==> src/rtl/reg_write_arbiter_pkg.sv <==
// Shared types, constants and the rotated first-one search for the register write arbiter.
package reg_write_arbiter_pkg;

  // Width of the issued-write counter
  localparam int unsigned CNT_W  = 8;

  // Issue record field widths: wide enough for any supported address/data width
  localparam int unsigned ISS_AW = 5;
  localparam int unsigned ISS_DW = 32;

  // Largest requester vector the first-one search handles
  localparam int unsigned RR_MAX = 16;
  localparam int unsigned RR_IW  = $clog2(RR_MAX);

  // One accepted write on its way to the bank
  typedef struct packed {
    logic              valid;
    logic [ISS_AW-1:0] addr;
    logic [ISS_DW-1:0] data;
  } issue_t;

  // Returns a one-hot vector marking the first set bit of req at or after ptr,
  // wrapping modulo n; all zeros when no bit below n is set. Requires ptr < n <= RR_MAX.
  function automatic logic [RR_MAX-1:0] rr_first(input logic [RR_MAX-1:0] req,
                                                  input int unsigned       ptr,
                                                  input int unsigned       n);
    logic [RR_MAX-1:0] g;
    logic              found;
    int unsigned       idx;
    g     = '0;
    found = 1'b0;
    for (int unsigned k = 0; k < RR_MAX; k++) begin
      idx = ptr + k;
      if (idx >= n) idx = idx - n;
      if ((k < n) && !found && req[RR_IW'(idx)]) begin
        g[RR_IW'(idx)] = 1'b1;
        found          = 1'b1;
      end
    end
    return g;
  endfunction

endpackage

==> src/rtl/reg_write_arbiter_rr.sv <==
// Round-robin arbiter: one-hot grant searched from rr_ptr; the pointer moves past
// the granted requester whenever the grant is consumed.
module rr_arbiter
  import reg_write_arbiter_pkg::*;
#(
  parameter int unsigned N = 4
) (
  input  logic         clk,
  input  logic         reset,
  input  logic [N-1:0] req,
  input  logic         advance,
  output logic [N-1:0] grant
);

  localparam int unsigned PW = (N > 1) ? $clog2(N) : 1;

  logic [PW-1:0] rr_ptr;
  logic [PW-1:0] gidx_c;
  logic [PW-1:0] ptr_nxt_c;

  // Rotated first-one search starting at rr_ptr
  always_comb begin
    grant = N'(rr_first(RR_MAX'(req), 32'(rr_ptr), N));
  end

  // Encode the grant and compute the slot after it, wrapping at N
  always_comb begin
    gidx_c = '0;
    for (int unsigned i = 0; i < N; i++) begin
      if (grant[i]) gidx_c = PW'(i);
    end
    ptr_nxt_c = (gidx_c == PW'(N - 1)) ? '0 : gidx_c + PW'(1);
  end

  // Pointer advances only on a consumed grant
  always_ff @(posedge clk or posedge reset) begin
    if (reset) begin
      rr_ptr <= '0;
    end else if (advance) begin
      rr_ptr <= ptr_nxt_c;
    end
  end

endmodule

==> src/rtl/reg_write_arbiter.sv <==
// Round-robin write arbiter in front of a bank of enabled registers: accepts one
// write per cycle over valid/ready and issues it as a registered one-hot pulse.
module reg_write_arbiter
  import reg_write_arbiter_pkg::*;
#(
  parameter int unsigned NREQ  = 4,
  parameter int unsigned NREGS = 4,
  parameter int unsigned WIDTH = 4
) (
  input  logic                            clk,
  input  logic                            reset,
  input  logic [NREQ-1:0]                 req_valid,
  input  logic [NREQ*$clog2(NREGS)-1:0]   req_addr,
  input  logic [NREQ*WIDTH-1:0]           req_data,
  output logic [NREQ-1:0]                 req_ready,
  input  logic                            pause,
  output logic [NREGS-1:0]                reg_en,
  output logic [WIDTH-1:0]                reg_d,
  output logic [CNT_W-1:0]                wr_count,
  output logic                            err_oob
);

  localparam int unsigned AW = $clog2(NREGS);

  logic [NREQ-1:0]  grant;
  logic             accept_c;
  issue_t           acc_c;
  logic             in_range_c;
  logic [NREGS-1:0] en_c;

  rr_arbiter #(
    .N(NREQ)
  ) u_rr (
    .clk    (clk),
    .reset  (reset),
    .req    (req_valid),
    .advance(accept_c),
    .grant  (grant)
  );

  // Ready goes only to the granted requester, and never while paused or in reset
  always_comb begin
    req_ready = grant & {NREQ{~pause & ~reset}};
    accept_c  = |(req_valid & req_ready);
  end

  // Select the accepted requester's address and data
  always_comb begin
    acc_c       = '0;
    acc_c.valid = accept_c;
    for (int unsigned i = 0; i < NREQ; i++) begin
      if (req_ready[i]) begin
        acc_c.addr = ISS_AW'(req_addr[i*AW +: AW]);
        acc_c.data = ISS_DW'(req_data[i*WIDTH +: WIDTH]);
      end
    end
  end

  // Range check and one-hot decode of the accepted address
  always_comb begin
    in_range_c = 32'(acc_c.addr) < NREGS;
    en_c       = '0;
    for (int unsigned r = 0; r < NREGS; r++) begin
      en_c[r] = (acc_c.addr == ISS_AW'(r));
    end
  end

  // Issue stage: pulse, data, counter and sticky out-of-range flag, one cycle after accept
  always_ff @(posedge clk or posedge reset) begin
    if (reset) begin
      reg_en   <= '0;
      reg_d    <= '0;
      wr_count <= '0;
      err_oob  <= 1'b0;
    end else begin
      reg_en <= '0;
      if (acc_c.valid) begin
        if (in_range_c) begin
          reg_en   <= en_c;
          reg_d    <= WIDTH'(acc_c.data);
          wr_count <= wr_count + CNT_W'(1);
        end else begin
          err_oob  <= 1'b1;
        end
      end
    end
  end

endmodule

==> config.mk <==
export PLATFORM = sky130hd
export DESIGN_NAME = reg_write_arbiter
export DESIGN_NICKNAME = d
export VERILOG_FILES = /design/src/rtl/reg_write_arbiter_pkg.sv /design/src/rtl/reg_write_arbiter_rr.sv /design/src/rtl/reg_write_arbiter.sv
export SDC_FILE = /design/constraint.sdc
export NUM_CORES = 1
export LEC_CHECK = 0
export CORE_ASPECT_RATIO = 0.6
export CORE_UTILIZATION = 44
export CTS_CLUSTER_DIAMETER = 40
export CTS_CLUSTER_SIZE = 28
export DETAILED_ROUTE_END_ITERATION = 7
export PLACE_DENSITY = 0.86
export RECOVER_POWER = 25
export SLEW_MARGIN = 10
export SYNTH_ARGS = -nofsm -noshare
export SYNTH_HDL_FRONTEND = slang
export SYNTH_HIERARCHICAL = 1
export SYNTH_SLANG_ARGS = --single-unit
==> constraint.sdc <==
create_clock -name clk -period 4.71 [get_ports clk]
set_clock_uncertainty 0.05 [all_clocks]
set_input_delay 1.413 -clock clk [delete_from_list [all_inputs] [get_ports clk]]
set_output_delay 1.413 -clock clk [all_outputs]
set_load 0.01 [all_outputs]
; ---- Word level (Yosys, flattened, before mapping)
; Index checks and enable logic that the tools add are counted.
[classes]
n_mux = 37
reduce_logical = 14
addsub = 9
n_bitwise = 9
magnitude_cmp = 13
n_eq_ne = 4
[ops]
columns = op, count
row1 = $mux 37, 3
row2 = $ge 32x3->1 const B, 3
row3 = $mux 4, 10
row4 = $mux 34, 1
row5 = $lt 4x5->1 const B, 4
row6 = $bmux 1 s4, 4
row7 = $demux 1 s4, 4
row8 = $ge 4x1->1 const B, 4
row9 = $mux 1, 12
row10 = $or 4x4->4, 3
row11 = $sub 4x3->4 const B, 3
row12 = $eq 5x2->1 const B, 2
row13 = $add 8x1->8 const B, 1
row14 = $and 4x4->4, 2
row15 = $logic_and 1x1->1, 7
row16 = $add 2x2->3 const B, 2
row17 = $mux 2, 3
row18 = $eq 5x1->1 const B, 1
row19 = $logic_not 5->1, 1
row20 = $lt 5x3->1 const B, 1
row21 = $reduce_and 2->1, 2
row22 = $reduce_or 4->1, 1
row23 = $sub 2x3->4 const B, 1
row24 = $add 2x1->3 const B, 1
row25 = other kinds (6), 10
[word_totals]
ff_bits = 19
input_bits = 31
output_inout_bits = 21
elab_cells = 91

; ---- Logic depth before layout (Yosys ltp)
; Gate-level depths: netlist (run 1).
[depth]
word_depth = 22
ltp_mapped = 15
ltp_nobuf = 13

; ---- Cells and area by module
; The synthesis (run 1) kept the hierarchy.
[modules_own_cells]
columns = module, area_per_inst_um2, n_inst, cells_each, seq_area_each_um2
row1 = reg_write_arbiter, 927.1, 1, 92, 400.4
row2 = rr_arbiter, 467.9, 1, 52, 50.0

; ---- Worst setup path before layout (run 1)
; No wires, ideal clock.
[synth_path]
path_type = input port to output port
from = in req_valid[3]
to = out req_ready[3]
stages = 6
arrival_ns = 3.062
required_ns = 3.247
slack_ns = 0.185
path_buffers = 2
cell_sequence = mux4_2 > buf_6 > nor4b_4 > a221o_2 > clkbuf_1 > and2_1
[synth_between]
elab_chain_cells = 13
elab_cells_between_ends = 25
classes_between = mux: 15 / bitwise: 4 / reduce/logical: 6
[synth_lines]
columns = element, line_no
row1 = from (decl), reg_write_arbiter.sv:12  ; input logic [NREQ-1:0] req_valid,
row2 = $bmux 1 s4, reg_write_arbiter_pkg.sv:35  ; if ((k < n) && !found && req[RR_IW'(idx)]) begin
row3 = $mux 1 (not written as such), reg_write_arbiter_pkg.sv:35
row4 = $mux 1, reg_write_arbiter_pkg.sv:35
row5 = $logic_not 1->1, reg_write_arbiter_pkg.sv:35
row6 = $logic_and 1x1->1, reg_write_arbiter_pkg.sv:35
row7 = $mux 1, reg_write_arbiter_pkg.sv:35
row8 = $logic_not 1->1, reg_write_arbiter_pkg.sv:35
row9 = $logic_and 1x1->1, reg_write_arbiter_pkg.sv:35
row10 = $mux 1, reg_write_arbiter_pkg.sv:35
row11 = $logic_not 1->1, reg_write_arbiter_pkg.sv:35
row12 = $logic_and 1x1->1, reg_write_arbiter_pkg.sv:35
row13 = $mux 4 *, reg_write_arbiter_pkg.sv:35
row14 = via grant[3], reg_write_arbiter.sv:25  ; logic [NREQ-1:0] grant;
row15 = $and 4x4->4 *, reg_write_arbiter.sv:43  ; req_ready = grant & {NREQ{~pause & ~reset}};
row16 = to (decl), reg_write_arbiter.sv:15  ; output logic [NREQ-1:0] req_ready,
; Mark *: on every way through the listed nets, which the timed path passes. The rest lies on a longest branch. The select of a mux whose other input is x is not followed.

; ---- Worst setup path in the final report (run 1)
[layout_path]
from = in req_valid[0]
to = out req_ready[3]
; The elaborated chain is that of the path after synthesis.

==> metrics.txt, run 1 <==
final period utilization=0.9820; Synth Area in Compound Gates=0.2009; Post-route DRC=0; initial antenna violation count=0; 1st-iter DRT viols=150; Yosys cell types=42; maxcap violations=0; WL met2=1.798 mm; #FFs+latches synth=18; clock transition at the registers of the reported paths=70 ps; Pre-Repair DR Iteration Count=4; top_reg_cell synth=dfrtp_1; Cell Chain, Critical Path=clkdlybuf4s15_1, mux2i_1, nor3_1, a21oi_1, buf_4, and3b_4, buf_4, a221o_2, and2_1, buf_2; Synth-to-Final Area Change=46.28%; Post-DP HPWL=2.921 mm; Slew Limit Fails=0; mux share of post-synthesis cell area=0.05561; CP Class=in -> out; outcome=complete, no violations; IO Count=52; RSZ-0062 raised after global routing=no; Chip Width=74.70 um; DR vias=1,394; DP Worst Slack=-578.5 ps; final setup TNS=0 ps; CTS tree=built; Via density=5.644; Slew HR=0.5958; Worst Max-Slew Pin Slew=605.6 ps; Largest stage delay, worst path=340 ps; nets=246; yosys warns=6; Core Rows=15; post-synth top area cell=dfrtp_1; CORE AREA=2947 sq um; wl on met1=1.774 mm; first-pass GRT wire length=6.244 mm; # clock sinks=18; register area share after synthesis=0.3229; met3 WL=318 um; total power=0.001324 W; worst reg2reg startpoint=u_rr/rr_ptr[1]$_DFFE_PP0P_; final setup margin=84.76 ps; total gr overflow=0; WHS Path Cells=1; Leak=0.9195 nW; die area=3407 sq um; vias in the first global route=1,280; CP Launch Type=primary input; global-route usage over all layers=0.2539; slowest CP cell=a221o_2; antenna viol nets, final=0; worst-path maximum fanout=4; H-tree depth=1; mean area per synthesized cell=9.688 sq um; final setup fails=0; buffer and inverter count on the worst path=4; DRT Wirelength=3.967 mm; main combinational cell family by area after synthesis=simple AND/OR/NAND/NOR gates; fraction of layout cells with a size suffix above 1=0.2098; Post-Synthesis Cells=144; cts-stage hold buffer count=0; # fillers=227; cell repeated most along the worst path=buf_4; syn nets=184; Post-synth EDFFs=0; Arr. time, crit path=3160 ps; worst-skew pair later-pin latency=260 ps; Longest Clk Path Bufs=2; family with the most delay on the worst path=buffers and inverters; cell with the most instances after synthesis=dfrtp_1; Mapped Area=1395 sq um; buffers added on ports=50; post-layout min period=4625 ps; Hold Path Class=reg -> reg; Worst setup startpoint=req_valid[0]; clock root buffer=clkbuf_8; Crit path required time=3250 ps; ant diodes=0; main area contributors after synthesis=dfrtp_1, ha_1, inv_1; maximum VDD drop=0.2925 mV; Wirelength per Cell=16.06 um; GPL Wtd Cong=0.8870; CTS buffer count=3; FMAX=216.2 MHz; Initial Util=0.4735; R2R depth=14; most frequent cells after synthesis=dfrtp_1, inv_1, nand2_1; largest net degree at the start of global routing=17; Synth Area in Adders=0.08072; chip height=45.62 um; Worst path depth=10; Pwr Density=649.0 nW/um^2; final hold viol count=0; DR top layer=met4; Core Util, Final=0.6926; asr flop ratio synth=1.000; CP endpoint kind=primary output; Synth Area in Simple Gates=0.2054; Yosys top cell area share=0.3229; post-synthesis xor/xnor area fraction=0.04395; hold_sp=wr_count[7]$_DFFE_PP0P_
## power by group
part / switching (W) / internal [W]
registers: 0.0000479 / 0.000204
clock network: 0.0000555 / 0.0000745
logic: 0.000479 / 0.000464
total: 0.000582 / 0.000742
## final timing paths
kind                                         endpoint  slack (ps)
min reg2reg                   wr_count[7]$_DFFE_PP0P_         430
max in group asynchronous         reg_en[2]$_DFF_PP0_        2520
max reg2reg                   wr_count[6]$_DFFE_PP0P_        1260
max                                      req_ready[3]          80
min in group asynchronous  u_rr/rr_ptr[1]$_DFFE_PP0P_        1490
min                           wr_count[7]$_DFFE_PP0P_         430
## cell families after synthesis
| family | after synthesis |
|---|---|
| adder cells (fa/ha/maj) | 9 |
| multiplexers | 5 |
| other | 1 |
| flip-flops | 18 |
| buffers and inverters | 24 |
| AND/OR/NAND/NOR | 46 |
| AO/OA/AOI/OAI | 34 |
| XOR/XNOR | 7 |
## cells in the final DEF, fill, tap and decap left out, drive strengths merged, types with 4 or more instances in the layout
cell / instances
a221oi: 7
a21oi: 4
xnor2: 6
clkbuf: 6
nand2: 13
nor2: 9
clkdlybuf4s50: 41
a31oi: 4
and2: 6
nor2b: 4
a211o: 4
inv: 16
dfrtp: 18
nand4: 4
ha: 9
a22oi: 4
buf: 19
## layout make-up
class	count	area [sq um]	share of cell area
Tap cell	42	52.55	0.02575
Clock buffer	4	55.05	0.02698
Sequential cell	18	450.4	0.2207
Timing Repair Buffer	65	586.8	0.2876
Inverter	16	60.06	0.02943
Multi-Input combinational cell	102	835.8	0.4096
## sequential cells by signal (all words and copies together), names as in the netlist
signal       cells
u_rr/rr_ptr      2
wr_count         8
reg_d            4
reg_en           4
## through the flow
stage               area [sq um]  hold slack (ps)  instances
floorplan                   1395            457.6        144
global placement            1991            412.2        242
detailed placement          1991            416.6        242
CTS                         2046            432.7        247
global route                2041            471.0        247
finish                      2041            426.1        247
## layer usage
metal	global-route usage	vias to the layer above
li1	-	632
met1	0.3621	660
met2	0.3946	89
met3	0.03982	13
met4	0.08679	0
met5	0	-
## timing repair
item / in CTS / in global routing
gates resized for setup: 23 / 6
pin swaps: 2 / 2
endpoints found under the setup margin: 4 / 1
buffers inserted: 1 / 0
Note: power is estimated with default switching activity, not from simulation.
==> inputs of run 2 (changes only) <==
--- a/config.mk
+++ b/config.mk
@@ -6,10 +6,12 @@
 export NUM_CORES = 1
 export LEC_CHECK = 0
 export CORE_ASPECT_RATIO = 0.6
+export CORE_MARGIN = 2
 export CORE_UTILIZATION = 44
 export CTS_CLUSTER_DIAMETER = 40
 export CTS_CLUSTER_SIZE = 28
 export DETAILED_ROUTE_END_ITERATION = 7
+export GPL_ROUTABILITY_DRIVEN = 0
 export PLACE_DENSITY = 0.86
 export RECOVER_POWER = 25
 export SLEW_MARGIN = 10
==> run 2 against run 1 <==
- first-iteration DRC count decreased by 45%
- non-clock buffer count decreased by 4
- worst setup slack got worse by 45 ps
- critical path type unchanged
- highest routed layer unchanged
==> metrics.txt, run 2 (same netlist as run 1, synthesis figures left out) <==
H-tree depth=1 (unchanged); final hold viol count=0 (unchanged); 1st-iter DRT viols=82 (-45%); hold_sp=wr_count[7]$_DFFE_PP0P_; DP Worst Slack=-537.7 ps (+40.84 ps); Initial Util=0.4735 (unchanged); clock root buffer=clkbuf_8; Min Hold Slack=424.7 ps (-1.425 ps); Leak=0.9079 nW (-1.3%); global-route usage over all layers=0.2115 (-0.04237); cts-stage hold buffer count=0 (unchanged); FMAX=214.1 MHz (-0.96%); ant diodes=0 (unchanged); CP Class=in -> out; worst-path maximum fanout=5 (+1); Biggest register=wr_count; final setup fails=0 (unchanged); fraction of layout cells with a size suffix above 1=0.2090 (-0.0008009); R2R depth=15 (+1); Core Rows=15 (unchanged); IO Count=52 (unchanged); total gr overflow=0 (unchanged); top flop regs=wr_count: 8 flops, reg_d: 4 flops, reg_en: 4 flops; DRT Wirelength=3.736 mm (-5.8%); Wirelength per Cell=15.37 um (-4.3%); RSZ-0062 raised after global routing=no; maxcap violations=0 (unchanged); buffers added on ports=50 (unchanged); post-layout min period=4670 ps (+44.93 ps); total power=0.001293 W (-2.4%); worst-skew pair later-pin latency=250 ps (about the same); Arr. time, crit path=3210 ps (+50 ps); outcome=complete, no violations; commonest cells after routing, fill and taps aside=clkdlybuf4s50_1, dfrtp_1, inv_1; maximum VDD drop=0.3141 mV (+7.4%); vias in the first global route=1,286 (+0.47%); commonest non-fill, non-tap cell in the layout=clkdlybuf4s50_1; Worst Max-Slew Pin Slew=580.2 ps (-25.44 ps); largest net degree at the start of global routing=21 (+4); clock transition at the registers of the reported paths=60 ps (about the same); worst reg2reg startpoint=u_rr/rr_ptr[0]$_DFFE_PP0P_; Synth-to-Final Area Change=45.83%; CTS tree=built; final period utilization=0.9915 (+0.009539); Chip Width=76.70 um (+2.7%); Post-route DRC=0 (unchanged); # clock sinks=18 (unchanged); Slew HR=0.6128 (+0.01698); max reg flops=8 (unchanged); Pre-Repair DR Iteration Count=5 (+1); CORE AREA=2947 sq um (unchanged); initial antenna violation count=0 (unchanged); Hold Path Sink=wr_count[7]$_DFFE_PP0P_; final setup TNS=0 ps (unchanged); Post-DP HPWL=2.779 mm (-4.8%); CTS buffer count=3 (unchanged); nets=242 (-1.6%); FF-to-FF End=u_rr/rr_ptr[0]$_DFFE_PP0P_; final setup margin=39.82 ps (-44.93 ps); antenna viol nets, final=0 (unchanged); Core Util, Final=0.6904 (-0.002123); first-pass GRT wire length=5.968 mm (-4.4%); Longest Clk Path Bufs=2 (unchanged); Crit path required time=3250 ps (about the same); CP endpoint kind=primary output; Hold Path Class=reg -> reg; die area=3652 sq um (+7.2%); CP Launch Type=primary input; DR vias=1,327 (-4.8%); Pwr Density=635.5 nW/um^2 (-2.1%); Slew Limit Fails=0 (unchanged); flop2flop setup slack=1300 ps (+40 ps); Via density=5.461 (-3.2%); chip height=47.62 um (+4.4%); WHS Path Cells=1 (unchanged)
run 2: critical path: stages:
cell and delay (ps):
dlygate4sd2_1 270, mux4_2 580, buf_6 170, nand2_1 90, o31ai_1 80, a221o_2 320, and2_1 150, clkbuf_2 130
run 2: metrics by stage:
stage	instances	instance area, sq um
final	243	2034
after global routing	243	2034
after CTS	243	2034
after detailed placement	236	1946
after global placement	236	1946
after floorplan	144	1395
run 2: routing by layer:
layer	part of all wire	routed length [um]	track usage
met4	0.020	73	0.06182
met1	0.43	1588	0.2590
met3	0.079	294	0.05094
met2	0.48	1778	0.3912
met5	0	0	0
run 2: report_power, final:
group          switching (W)  total, W  internal [W]
combinational       0.000452  0.000903      0.000451
sequential         0.0000605  0.000265      0.000204
clock              0.0000508  0.000125     0.0000743
run 2: cell type report:
type / count / area [sq um]
Clock buffer: 4 / 55.05
Fill cell: 216 / 912.1
Inverter: 16 / 60.06
Multi-Input combinational cell: 102 / 850.8
Sequential cell: 18 / 450.4
Tap cell: 42 / 52.55
Timing Repair Buffer: 61 / 565.5
run 2: worst max-delay path by stage:
| stage | startpoint | endpoint | cells after the start |
|---|---|---|---|
| 3_3_place_gp | req_valid[3] | req_ready[2] | 7 |
| 2_1_floorplan | req_valid[3] | req_ready[3] | 6 |
| 3_5_place_dp | req_valid[3] | req_ready[2] | 7 |
| 6_report | req_valid[3] | req_ready[3] | 8 |
| 5_1_grt | req_valid[3] | req_ready[3] | 7 |
| 4_1_cts | req_valid[3] | req_ready[0] | 8 |
run 2: timing repair:
action                     4_1_cts  5_1_grt
pin swaps                        1        1
buffers inserted                 3        0
cloned                           0        0
setup endpoints to repair        4        4
gates resized for setup         14       11
==> inputs of run 3 (changes only) <==
--- a/config.mk
+++ b/config.mk
@@ -7,12 +7,14 @@
 export LEC_CHECK = 0
 export CORE_ASPECT_RATIO = 0.6
 export CORE_MARGIN = 2
-export CORE_UTILIZATION = 44
+export CORE_UTILIZATION = 46
+export CTS_BUF_LIST = sky130_fd_sc_hd__clkbuf_2
 export CTS_CLUSTER_DIAMETER = 40
 export CTS_CLUSTER_SIZE = 28
 export DETAILED_ROUTE_END_ITERATION = 7
 export GPL_ROUTABILITY_DRIVEN = 0
-export PLACE_DENSITY = 0.86
+export MAX_ROUTING_LAYER = met4
+export PLACE_DENSITY = 0.89
 export RECOVER_POWER = 25
 export SLEW_MARGIN = 10
 export SYNTH_ARGS = -nofsm -noshare
==> run 3 against run 2 <==
- cell count up 0.82%
- critical path depth unchanged
- first-iteration DRC count up 46%
- clock power down 47%
- count of clock-buffer cells in the layout down 1
- cell area down 2.2%
- critical endpoint unchanged
- largest cell class unchanged
==> metrics.txt, run 3 (same netlist as run 1, synthesis figures left out) <==
Longest Clk Path Bufs=2 (unchanged); P_sw=0.0005634 W (about the same); hold_sp=wr_count[7]$_DFFE_PP0P_; Final Non-Filler Cells=245 (+0.82%); maxcap violations=0 (unchanged); Post-Layout Inst Area=1991 sq um (-2.2%); met2 GRT Util=0.3737 (-0.01754); # clock sinks=18 (unchanged); Arr. time, crit path=3080 ps (-130 ps); CTS tree=built; Reg power frac=0.214 (+0.009); total gr overflow=0 (unchanged); 1st-iter DRT viols=120 (+46%); post-layout min period=4546 ps (-123.9 ps); Slew Limit Fails=0 (unchanged); chip height=46.66 um (-2.0%); cts-stage hold buffer count=0 (unchanged); top flop regs=wr_count: 8 flops, reg_d: 4 flops, reg_en: 4 flops; Wirelength per Cell=15.48 um (+0.70%); FMAX=220.0 MHz (+2.7%); RSZ-0062 raised after global routing=no; Core Rows=15 (unchanged); commonest non-fill, non-tap cell in the layout=clkdlybuf4s50_1; Chip Width=75.10 um (-2.1%); maximum VDD drop=0.3241 mV (+3.2%); worst-skew pair later-pin latency=310 ps (+60 ps); outcome=complete, no violations; Clk pwr share=0.053 (-0.044); first-pass GRT wire length=5.885 mm (-1.4%); DRT Wirelength=3.793 mm (+1.5%); fraction of layout cells with a size suffix above 1=0.2266 (+0.01765); Worst setup startpoint=req_valid[3]; dpl cells=237 (+0.42%); Post-DP HPWL=2.847 mm (+2.5%); Synth-to-Final Area Change=42.69%; DP Worst Slack=-477.9 ps (+59.77 ps); GR peak layer=met2; clock root buffer=clkbuf_2; Hold Path Class=reg -> reg; # fillers=215 (-0.46%); Sw Ratio=0.4545 (+0.01889); worst reg2reg startpoint=u_rr/rr_ptr[0]$_DFFE_PP0P_; combinational share of power=0.733 (+0.034); die area=3504 sq um (-4.1%); final setup margin=163.7 ps (+123.9 ps); nets=244 (+0.83%); FF+latch area=450.4 sq um (unchanged); CP endpoint kind=primary output; Via density=5.522 (+1.1%); commonest cells after routing, fill and taps aside=clkdlybuf4s50_1, dfrtp_1, inv_1; IO Count=52 (unchanged); area occupied by multi-input gates=847.1 sq um (-0.44%); largest net degree at the start of global routing=21 (unchanged); met3 Usage GRT=0.03720 (-0.01374); Pwr Density=622.7 nW/um^2 (-2.0%); CTS buffer count=3 (unchanged); final period utilization=0.9652 (-0.02631); Crit path required time=3250 ps (about the same); GR Util met1=0.3227 (+0.06362); DR vias=1,353 (+2.0%); CORE AREA=2872 sq um (-2.5%); internal power=0.0006762 W (-7.3%); Biggest register=wr_count; antenna viol nets, final=0 (unchanged); initial antenna violation count=0 (unchanged); vias in the first global route=1,262 (-1.9%); Slew HR=0.5962 (-0.01656); final hold viol count=0 (unchanged); Initial Util=0.4858 (+0.01238); CP Class=in -> out; ant diodes=0 (unchanged); CP Launch Type=primary input; final setup fails=0 (unchanged); buffers added on ports=50 (unchanged); Pre-Repair DR Iteration Count=5 (unchanged); worst-path maximum fanout=5 (unchanged); H-tree depth=1 (unchanged); total power=0.001240 W (-4.1%); Worst Max-Slew Pin Slew=605.0 ps (+24.82 ps); global-route usage over all layers=0.2333 (+0.02184); Post-route DRC=0 (unchanged); clock transition at the registers of the reported paths=150 ps (+90 ps); Placed Area=1953 sq um (+0.39%); max reg flops=8 (unchanged); Leak=0.8958 nW (-1.3%)
==> run 3: final timing paths <==
check	to	depth (start not counted)	slack, ps
min in group asynchronous	u_rr/rr_ptr[1]$_DFFE_PP0P_	2	1390
setup reg to reg	u_rr/rr_ptr[0]$_DFFE_PP0P_	15	1150
hold / removal	wr_count[7]$_DFFE_PP0P_	1	440
hold reg to reg	wr_count[7]$_DFFE_PP0P_	1	440
setup / recovery	req_ready[3]	8	160
max in group asynchronous	reg_en[3]$_DFF_PP0_	2	2610
==> run 3: critical path, cell delays in order <==
cell and delay (ps):
clkbuf_2 110, mux4_2 560, nor4b_4 330, buf_4 160, buf_4 90, a221o_2 150, and2_1 120, buf_2 130
==> run 3: timing repair <==
action,4_1_cts,5_1_grt
buffers inserted,4,0
endpoints found under the setup margin,4,4
pin swaps,2,1
resized for setup,19,13
==> run 3: metrics by stage <==
stage / utilization / setup TNS, ps / hold WS, ps
after global routing: 0.6932 / 0 / 453.4
after global placement: 0.6802 / -1618 / 409.2
after floorplan: - / 0 / 457.6
after detailed placement: 0.6802 / -1872 / 424.1
after CTS: 0.6998 / 0 / 441.2
final: 0.6932 / 0 / 440.6
==> run 3: final cells by class <==
| class | count | area share |
|---|---|---|
| sequential | 18 | 0.2263 |
| tap | 42 | 0.02640 |
| timing repair buffer | 63 | 0.2822 |
| clock inverter | 1 | 0.001886 |
| inverter | 16 | 0.03017 |
| multi-input combinational | 102 | 0.4255 |
| clock buffer | 3 | 0.007542 |
==> run 3: metal layers <==
layer	routed length, um	share of wire
met5	0	0
met4	24	0.0063
met3	265	0.070
met2	1843	0.49
met1	1659	0.44
==> run 3: power by group through the flow <==
| stage | Sequential [W] | Combinational (W) | Clock [W] |
|---|---|---|---|
| global placement | 0.000262 | 0.000818 | 0 |
| floorplan | 0.000267 | 0.000574 | 0 |
| global route | 0.000274 | 0.000980 | 0.0000741 |
| detailed placement | 0.000266 | 0.000848 | 0 |
| CTS | 0.000265 | 0.000887 | 0.0000678 |
| finish | 0.000265 | 0.000909 | 0.0000660 |
